### src/rtl/fp_seq_pkg.sv
// Shared types and constants for the FP issue sequencer.
// State encoding, instruction layout, opcode names, default data width.
package fp_seq_pkg;

  localparam int DATA_W_DEF = 32;

  localparam logic [4:0] OP_FMULT = 5'b00111;
  localparam logic [4:0] OP_FSUB  = 5'b00110;

  typedef enum logic [2:0] {
    IDLE,
    FETCH,
    DECODE,
    ISSUE,
    WAIT,
    WB,
    DONE
  } state_e;

  // rs1 [23:19], rs2 [18:14], op [13:9], rd [8:4], tag [3:0]
  typedef struct packed {
    logic [4:0] rs1;
    logic [4:0] rs2;
    logic [4:0] op;
    logic [4:0] rd;
    logic [3:0] tag;
  } instr_t;

endpackage

### src/rtl/fp_regfile.sv
// Register file: NREG x DATA_W, async clear, two operand read ports,
// one host read port, one write port (WB has priority over host preload).
module fp_regfile
  import fp_seq_pkg::*;
#(
  parameter int NREG   = 17,
  parameter int DATA_W = DATA_W_DEF
) (
  input  logic              clk,
  input  logic              rst_n,
  input  logic [4:0]        ra1_i,
  input  logic [4:0]        ra2_i,
  input  logic [4:0]        hra_i,
  output logic [DATA_W-1:0] rd1_o,
  output logic [DATA_W-1:0] rd2_o,
  output logic [DATA_W-1:0] hrd_o,
  input  logic              wb_we_i,
  input  logic [4:0]        wb_addr_i,
  input  logic [DATA_W-1:0] wb_data_i,
  input  logic              host_we_i,
  input  logic [4:0]        host_addr_i,
  input  logic [DATA_W-1:0] host_data_i
);

  localparam logic [5:0] NR = 6'(NREG);

  logic [DATA_W-1:0] rf_q [NREG];
  logic              we;
  logic [4:0]        wa;
  logic [DATA_W-1:0] wd;

  always_comb begin
    rd1_o = '0;
    rd2_o = '0;
    hrd_o = '0;
    if ({1'b0, ra1_i} < NR) rd1_o = rf_q[ra1_i];
    if ({1'b0, ra2_i} < NR) rd2_o = rf_q[ra2_i];
    if ({1'b0, hra_i} < NR) hrd_o = rf_q[hra_i];
  end

  always_comb begin
    we = wb_we_i | host_we_i;
    wa = wb_we_i ? wb_addr_i : host_addr_i;
    wd = wb_we_i ? wb_data_i : host_data_i;
  end

  always_ff @(posedge clk or negedge rst_n) begin
    if (!rst_n) begin
      for (int i = 0; i < NREG; i++) rf_q[i] <= '0;
    end else if (we && ({1'b0, wa} < NR)) begin
      rf_q[wa] <= wd;
    end
  end

endmodule

### src/rtl/fp_issue_sequencer.sv
// In-order single-outstanding sequencer feeding one shared FP ALU.
// Ports: start/prog_len run control, imem_* fetch, alu_* valid/ready
// issue + result strobe, host_* preload/readback, busy/done/err/err_pc
// status. Macro FP_ISSUE_TIMEOUT_EN adds a WAIT-state result timeout.
module fp_issue_sequencer
  import fp_seq_pkg::*;
#(
  parameter int NREG       = 17,
  parameter int IMEM_DEPTH = 16,
  parameter int DATA_W     = DATA_W_DEF,
`ifdef FP_ISSUE_TIMEOUT_EN
  parameter int TIMEOUT    = 64,
`endif
  localparam int PCW       = $clog2(IMEM_DEPTH)
) (
  input  logic              clk,
  input  logic              rst_n,
  input  logic              start,
  input  logic [PCW:0]      prog_len,
  output logic [PCW-1:0]    imem_addr,
  input  logic [23:0]       imem_data,
  output logic [DATA_W-1:0] alu_a,
  output logic [DATA_W-1:0] alu_b,
  output logic [4:0]        alu_op,
  output logic              alu_valid,
  input  logic              alu_ready,
  input  logic [DATA_W-1:0] alu_res,
  input  logic              alu_res_valid,
  input  logic              host_we,
  input  logic [4:0]        host_addr,
  input  logic [DATA_W-1:0] host_wdata,
  output logic [DATA_W-1:0] host_rdata,
  output logic              busy,
  output logic              done,
  output logic              err,
  output logic [PCW-1:0]    err_pc
);

  localparam logic [5:0] NR      = 6'(NREG);
  localparam logic [PCW:0] LMAX  = (PCW+1)'(IMEM_DEPTH);

  state_e            state_q, state_d;
  logic [PCW-1:0]    pc_q, pc_d;
  logic [PCW:0]      len_q, len_d;
  logic [DATA_W-1:0] a_q, a_d, b_q, b_d, res_q, res_d;
  logic [4:0]        op_q, op_d, rd_q, rd_d;
  logic              err_q, err_d;
  logic [PCW-1:0]    epc_q, epc_d;

  instr_t            ins;
  logic              bad;
  logic              last;
  logic              tmo;
  logic              unused_tag;
  logic [DATA_W-1:0] rd1, rd2;

  assign ins        = instr_t'(imem_data);
  assign unused_tag = ^ins.tag;
  assign bad  = ({1'b0, ins.rs1} >= NR) |
                ({1'b0, ins.rs2} >= NR) |
                ({1'b0, ins.rd}  >= NR);
  assign last = ({1'b0, pc_q} + (PCW+1)'(1)) == len_q;

`ifdef FP_ISSUE_TIMEOUT_EN
  localparam int TW = $clog2(TIMEOUT + 1);
  logic [TW-1:0] tmo_q, tmo_d;

  // Counts WAIT cycles; fires on the TIMEOUT-th one with no result.
  assign tmo   = (state_q == WAIT) && !alu_res_valid &&
                 (tmo_q == TW'(TIMEOUT - 1));
  assign tmo_d = (state_q == WAIT) ? tmo_q + TW'(1) : '0;

  always_ff @(posedge clk or negedge rst_n) begin
    if (!rst_n) tmo_q <= '0;
    else        tmo_q <= tmo_d;
  end
`else
  assign tmo = 1'b0;
`endif

  always_ff @(posedge clk or negedge rst_n) begin
    if (!rst_n) state_q <= IDLE;
    else        state_q <= state_d;
  end

  always_comb begin
    state_d = state_q;
    unique case (state_q)
      IDLE:   if (start) state_d = (prog_len == '0) ? DONE : FETCH;
      FETCH:  state_d = DECODE;
      DECODE: state_d = bad ? IDLE : ISSUE;
      ISSUE:  if (alu_ready) state_d = alu_res_valid ? WB : WAIT;
      WAIT: begin
        if (alu_res_valid) state_d = WB;
        else if (tmo)      state_d = IDLE;
      end
      WB:     state_d = last ? DONE : FETCH;
      DONE:   state_d = IDLE;
      default: state_d = IDLE;
    endcase
  end

  always_comb begin
    alu_valid = 1'b0;
    busy      = 1'b1;
    done      = 1'b0;
    unique case (state_q)
      IDLE:  busy      = 1'b0;
      ISSUE: alu_valid = 1'b1;
      DONE:  done      = 1'b1;
      default: ;
    endcase
  end

  always_comb begin
    pc_d  = pc_q;
    len_d = len_q;
    a_d   = a_q;
    b_d   = b_q;
    op_d  = op_q;
    rd_d  = rd_q;
    res_d = res_q;
    err_d = err_q;
    epc_d = epc_q;
    unique case (state_q)
      IDLE: if (start) begin
        pc_d  = '0;
        err_d = 1'b0;
        len_d = (prog_len > LMAX) ? LMAX : prog_len;
      end
      DECODE: if (bad) begin
        err_d = 1'b1;
        epc_d = pc_q;
      end else begin
        a_d  = rd1;
        b_d  = rd2;
        op_d = ins.op;
        rd_d = ins.rd;
      end
      ISSUE: if (alu_ready && alu_res_valid) res_d = alu_res;
      WAIT: begin
        if (alu_res_valid) begin
          res_d = alu_res;
        end else if (tmo) begin
          err_d = 1'b1;
          epc_d = pc_q;
        end
      end
      // pc holds on the final instruction so it never wraps
      WB: if (!last) pc_d = pc_q + PCW'(1);
      default: ;
    endcase
  end

  always_ff @(posedge clk or negedge rst_n) begin
    if (!rst_n) begin
      pc_q  <= '0;
      len_q <= '0;
      a_q   <= '0;
      b_q   <= '0;
      op_q  <= '0;
      rd_q  <= '0;
      res_q <= '0;
      err_q <= 1'b0;
      epc_q <= '0;
    end else begin
      pc_q  <= pc_d;
      len_q <= len_d;
      a_q   <= a_d;
      b_q   <= b_d;
      op_q  <= op_d;
      rd_q  <= rd_d;
      res_q <= res_d;
      err_q <= err_d;
      epc_q <= epc_d;
    end
  end

  fp_regfile #(
    .NREG   (NREG),
    .DATA_W (DATA_W)
  ) u_rf (
    .clk         (clk),
    .rst_n       (rst_n),
    .ra1_i       (ins.rs1),
    .ra2_i       (ins.rs2),
    .hra_i       (host_addr),
    .rd1_o       (rd1),
    .rd2_o       (rd2),
    .hrd_o       (host_rdata),
    .wb_we_i     (state_q == WB),
    .wb_addr_i   (rd_q),
    .wb_data_i   (res_q),
    .host_we_i   (host_we & ~busy),
    .host_addr_i (host_addr),
    .host_data_i (host_wdata)
  );

  assign imem_addr = pc_q;
  assign alu_a     = a_q;
  assign alu_b     = b_q;
  assign alu_op    = op_q;
  assign err       = err_q;
  assign err_pc    = epc_q;

endmodule

### config.mk
export PLATFORM = sky130hd
export DESIGN_NAME = fp_issue_sequencer
export DESIGN_NICKNAME = d
export VERILOG_FILES = /design/src/rtl/fp_seq_pkg.sv /design/src/rtl/fp_regfile.sv /design/src/rtl/fp_issue_sequencer.sv
export SDC_FILE = /design/constraint.sdc
export NUM_CORES = 2
export LEC_CHECK = 0
export BUFFER_PORTS_ARGS = -buffer_cell sky130_fd_sc_hd__buf_2
export CAP_MARGIN = 20
export CORE_MARGIN = 3
export CORE_UTILIZATION = 40
export DETAILED_ROUTE_END_ITERATION = 7
export GPL_ROUTABILITY_DRIVEN = 0
export PLACE_DENSITY = 0.57
export SYNTH_ARGS = -nofsm -noshare
export SYNTH_HDL_FRONTEND = slang
export SYNTH_SLANG_ARGS = --single-unit
export TNS_END_PERCENT = 5
### constraint.sdc
create_clock -name clk -period 2.4 [get_ports clk]
set_clock_uncertainty 0.2 [all_clocks]
set_input_delay 0 -clock clk [delete_from_list [all_inputs] [get_ports clk]]
set_output_delay 0 -clock clk [all_outputs]
set_load 0.005 [all_outputs]
==> impl_metrics.xml <==
<?xml version="1.0" encoding="UTF-8"?>
<metrics>
  <group name="grt">
    <metric name="met1_usage" unit="%">37.7</metric>
    <metric name="grt_max_degree" unit="">87</metric>
    <metric name="grt_overflow_total" unit="">0</metric>
    <metric name="use_met3" unit="%">4.44</metric>
    <metric name="grt_pass1_wl" unit="um">202000</metric>
    <metric name="globalRouteTotalUtil" unit="%">27.1</metric>
    <metric name="groute.layer.met2.usage" unit="%">43.6</metric>
    <metric name="grt_most_used_layer" unit="">met2</metric>
    <metric name="antenna_found_initial" unit="">3</metric>
    <metric name="number_of_global_route_vias_before_repair" unit="">30800</metric>
  </group>
  <group name="sta">
    <metric name="max-slew-margin-rel" unit="%">43.0</metric>
    <metric name="timing.hold.ws" unit="ns">0.0352</metric>
    <metric name="rsz0062_at_grt" unit="">true</metric>
    <metric name="final.period_utilization" unit="%">107</metric>
    <metric name="max_clock_freq" unit="GHz">0.390</metric>
    <metric name="layout_setup_ws" unit="ns">-0.165</metric>
    <metric name="totalNegativeSetupSlack" unit="ns">-17.36</metric>
    <metric name="report.final.setup_viol" unit="">238</metric>
    <metric name="tightest_slew" unit="ns">0.855</metric>
    <metric name="finalWorstPathRequiredPeriod" unit="ns">2.57</metric>
    <metric name="finalMaxSlewViolations" unit="">0</metric>
    <metric name="hold_viol_final" unit="">0</metric>
  </group>
  <group name="worst_setup_path">
    <metric name="start_kind" unit="">flip-flop</metric>
    <metric name="cp-end-kind" unit="">flip-flop</metric>
    <metric name="cp_cell_sequence" unit="">or4b_4, a221o_1, and2_4, or3_4, buf_12, nand2_1, o21ai_2</metric>
    <metric name="worst_path_dominant_cell_family" unit="">simple AND/OR/NAND/NOR gates</metric>
    <metric name="required" unit="ns">2.71</metric>
    <metric name="slowest_delay" unit="ns">0.51</metric>
    <metric name="worst-path-max-fanout" unit="">32</metric>
    <metric name="worst-path-buf-inv" unit="">1</metric>
    <metric name="worst_ep_arrival_time" unit="ns">2.87</metric>
    <metric name="timing_worst_setup_path_type" unit="">flip-flop to flip-flop</metric>
    <metric name="critical_path_cell_with_the_highest_stage_delay" unit="">sky130_fd_sc_hd__or4b_4</metric>
  </group>
  <group name="final_layout">
    <metric name="drive_gt1_share" unit="%">28.9</metric>
    <metric name="post-route-util" unit="%">51.1</metric>
    <metric name="instances_no_fill" unit="">5208</metric>
    <metric name="fin_area" unit="um2">47100</metric>
    <metric name="nNetsFinal" unit="">4011</metric>
    <metric name="multiInputGateArea" unit="um2">19800</metric>
    <metric name="register_area" unit="um2">16700</metric>
    <metric name="fill_cell_count" unit="">8285</metric>
    <metric name="area.growth.synth_to_final" unit="%">25.7</metric>
  </group>
  <group name="die">
    <metric name="rows" unit="">111</metric>
    <metric name="floorplan.die.width" unit="um">312</metric>
    <metric name="initial_utilization" unit="%">40.6</metric>
    <metric name="io_pins" unit="">217</metric>
    <metric name="coreArea" unit="um2">92200</metric>
    <metric name="die_area" unit="um2">97400</metric>
    <metric name="fp.dieH" unit="um">312</metric>
  </group>
  <group name="synth">
    <metric name="async_set_reset_flop_share_out_of_synthesis" unit="%">100</metric>
    <metric name="main_combinational_cell_family_by_area_after_synthesis" unit="">multiplexers</metric>
    <metric name="post_synth_adder_cell_area" unit="%">0.0334</metric>
    <metric name="synth.cell_area" unit="um2">37500</metric>
    <metric name="netlist_instances" unit="">3468</metric>
    <metric name="ys_ff_latch" unit="">667</metric>
    <metric name="synth_edf_count" unit="">0</metric>
    <metric name="synth_xor_area_share" unit="%">0.117</metric>
    <metric name="synth-main-ff-cell" unit="">sky130_fd_sc_hd__dfrtp_1</metric>
    <metric name="synth_seq_area_share" unit="%">44.5</metric>
    <metric name="yosys.area_share.simple" unit="%">10.1</metric>
    <metric name="synth_nets" unit="">3573</metric>
    <metric name="synth_compound_gate_area_share" unit="%">14.8</metric>
    <metric name="synth_cell_type_count" unit="">63</metric>
    <metric name="yosys-mux-area-fraction" unit="%">26.6</metric>
    <metric name="ys_warn_count" unit="">0</metric>
    <metric name="synth.avg_cell_area" unit="um2">10.8</metric>
  </group>
  <group name="route">
    <metric name="drt_pass1_iterations" unit="">5</metric>
    <metric name="routed_wirelength" unit="um">134000</metric>
    <metric name="vias" unit="">30900</metric>
    <metric name="routedWlPerCell" unit="um">25.8</metric>
    <metric name="ant_nets" unit="">0</metric>
    <metric name="drcViolationCount" unit="">0</metric>
    <metric name="first_iter_violations" unit="">2786</metric>
    <metric name="avgViaCountPerCell" unit="">5.93</metric>
  </group>
  <group name="clock_tree">
    <metric name="worst_setup_hold_path_clk_slew" unit="ns">0.06</metric>
    <metric name="clock_tree.htree_level_count" unit="">3</metric>
    <metric name="cts_buffers" unit="">76</metric>
    <metric name="cts_tree" unit="">built</metric>
    <metric name="cts_buffer_depth" unit="">3</metric>
    <metric name="cts.sink_count" unit="">667</metric>
    <metric name="source_to_sink_clock_delay_at_the_later_pin_of_the_worst_skew_pair" unit="ns">0.64</metric>
    <metric name="clk_root_buffer_cell" unit="">sky130_fd_sc_hd__clkbuf_16</metric>
  </group>
  <group name="placed_design">
    <metric name="detailed_place_hpwl" unit="um">85100</metric>
    <metric name="dp.cells" unit="">4846</metric>
    <metric name="detailed_place.area" unit="um2">42000</metric>
    <metric name="port_buffers" unit="">212</metric>
  </group>
  <group name="power_and_ir_drop">
    <metric name="vdd_drop_max" unit="mV">0.580</metric>
    <metric name="power.density_cell_area" unit="nW/um2">1010</metric>
    <metric name="static-leakage-power" unit="uW">0.0210</metric>
  </group>
  <group name="job">
    <metric name="drv.max_cap_violation_count" unit="">0</metric>
  </group>
  <group name="status">
    <metric name="failing_checks" unit="">negative setup slack</metric>
    <metric name="status" unit="">complete, but fails checks</metric>
  </group>
  <group name="worst_hold_path">
    <metric name="hold_removal_path_class" unit="">primary input to flip-flop</metric>
  </group>
</metrics>
report_power, final:
group	internal (uW)	switching, uW
clock	7210	5010
sequential	15600	4070
combinational	8550	6870
total	31400	15900
routing by layer:
| layer | wire length [um] | part of all wire (%) |
|---|---|---|
| met4 | 3680 | 2.7 |
| met3 | 9370 | 7.0 |
| met5 | 13 | 0.0097 |
| met2 | 63900 | 48 |
| met1 | 57500 | 43 |
state kept, by name (all words and copies together), names as in the netlist, 3 cells and up:
register   flops
alu_a         32
alu_b         32
alu_op         5
err_pc         4
imem_addr      4
len_q          5
rd_q           5
res_q         32
state_q        3
u_rf.rf_q    544
worst paths after layout:
check / startpoint / endpoint / slack (ns) / depth (start not counted)
max: state_q[2]$_DFFE_PN0P_ / u_rf.rf_q[153]$_DFFE_PN0P_ / -0.17 / 7
min: host_addr[3] / u_rf.rf_q[278]$_DFFE_PN0P_ / 0.04 / 6
max reg2reg: state_q[2]$_DFFE_PN0P_ / u_rf.rf_q[153]$_DFFE_PN0P_ / -0.17 / 7
min reg2reg: alu_b[19]$_DFFE_PN0P_ / alu_b[19]$_DFFE_PN0P_ / 0.27 / 1
max in group asynchronous: rst_n / alu_b[17]$_DFFE_PN0P_ / 1.03 / 5
min in group asynchronous: rst_n / err_pc[3]$_DFFE_PN0P_ / 0.44 / 4
layout by cell type, fill, tap and decap left out, drive strengths merged, types with 2 or more instances in the layout:
cell type    instances
a211o                6
clkinv              14
nand2              339
and2                 4
o31ai                3
o2bb2ai              2
nor2b               70
a221oi             126
buf                538
o21ai              295
o211ai               3
or2                  2
nor3                 3
nand3b               5
dfrtp              667
or3                  5
clkbuf             116
nand3               38
xnor2                4
a211oi              31
mux4               289
dlygate4sd3        152
a21o                38
clkinvlp             4
nor4                 4
nor2               403
nand2b              11
a21oi              418
inv                  6
mux2i              289
bufinv               6
mux2                49
or4b                 3
cells by family (layout without fill, tap and decap cells):
group / after synthesis / in the layout
flip-flops: 667 / 667
buffers and inverters: 340 / 836
AND/OR/NAND/NOR: 894 / 894
AO/OA/AOI/OAI: 934 / 934
multiplexers: 627 / 627
XOR/XNOR: 5 / 5
adder cells (fa/ha/maj): 1 / 1
other: 0 / 1
timing repair:
item | 4_1_cts | 5_1_grt
gates resized for setup | 67 | 101
setup endpoints to repair | 430 | 579
buffers inserted | 61 | 6
hold buffers | 153 | 0
cloned | 0 | 5
pin swaps | 14 | 16
hold endpoints to repair | 1303 | 0
final cells by class:
class                           count  area share [%]
Inverter                            4          0.0319
Antenna cell                        1         0.00531
Timing Repair Buffer              696            13.7
Clock inverter                     26           0.680
Tap cell                         1243            3.30
Sequential cell                   667            35.4
Clock buffer                      110            4.81
Multi-Input combinational cell   2461            42.1
worst min-delay path, delay by kind of cell:
| kind | cells | cell delay, ns |
|---|---|---|
| AOI/OAI and AO/OA | 2 | 0.25 |
| buffers and inverters | 2 | 0.35 |
| and+or+nand+nor | 2 | 0.22 |
stage by stage:
| step | setup WS [ns] | total power, uW |
|---|---|---|
| after floorplan | -0.0786 | 28600 |
| after global placement | -0.0993 | 33400 |
| after detailed placement | -0.113 | 33800 |
| after CTS | -0.134 | 47200 |
| after global routing | -0.238 | 50200 |
| final | -0.165 | 47300 |
synth_stat cells, types with 2 or more instances:
| cell type | count | area share (%) |
|---|---|---|
| sky130_fd_sc_hd__a211o_1 | 6 | 0.14 |
| sky130_fd_sc_hd__a211oi_1 | 31 | 0.62 |
| sky130_fd_sc_hd__a21o_1 | 38 | 0.76 |
| sky130_fd_sc_hd__a21oi_1 | 418 | 5.6 |
| sky130_fd_sc_hd__a221oi_1 | 126 | 2.9 |
| sky130_fd_sc_hd__and2_1 | 2 | 0.033 |
| sky130_fd_sc_hd__buf_1 | 23 | 0.23 |
| sky130_fd_sc_hd__buf_2 | 88 | 1.2 |
| sky130_fd_sc_hd__buf_6 | 7 | 0.21 |
| sky130_fd_sc_hd__clkbuf_1 | 216 | 2.2 |
| sky130_fd_sc_hd__dfrtp_1 | 667 | 45 |
| sky130_fd_sc_hd__inv_1 | 4 | 0.040 |
| sky130_fd_sc_hd__mux2_2 | 49 | 1.5 |
| sky130_fd_sc_hd__mux2i_1 | 287 | 7.7 |
| sky130_fd_sc_hd__mux2i_4 | 2 | 0.12 |
| sky130_fd_sc_hd__mux4_2 | 289 | 17 |
| sky130_fd_sc_hd__nand2_1 | 339 | 3.4 |
| sky130_fd_sc_hd__nand2b_1 | 11 | 0.18 |
| sky130_fd_sc_hd__nand3_1 | 38 | 0.51 |
| sky130_fd_sc_hd__nand3b_1 | 4 | 0.080 |
| sky130_fd_sc_hd__nor2_1 | 397 | 4.0 |
| sky130_fd_sc_hd__nor2_2 | 6 | 0.10 |
| sky130_fd_sc_hd__nor2b_1 | 70 | 1.2 |
| sky130_fd_sc_hd__nor3_2 | 2 | 0.053 |
| sky130_fd_sc_hd__nor4_1 | 3 | 0.050 |
| sky130_fd_sc_hd__o211ai_1 | 3 | 0.060 |
| sky130_fd_sc_hd__o21ai_0 | 217 | 2.9 |
| sky130_fd_sc_hd__o21ai_1 | 47 | 0.63 |
| sky130_fd_sc_hd__o21ai_2 | 31 | 0.72 |
| sky130_fd_sc_hd__o2bb2ai_1 | 2 | 0.047 |
| sky130_fd_sc_hd__o31ai_1 | 3 | 0.060 |
| sky130_fd_sc_hd__or2_2 | 2 | 0.033 |
| sky130_fd_sc_hd__or3_1 | 5 | 0.083 |
| sky130_fd_sc_hd__or4b_1 | 3 | 0.080 |
| sky130_fd_sc_hd__xnor2_1 | 4 | 0.093 |
Power figures use the tool's default switching activity.
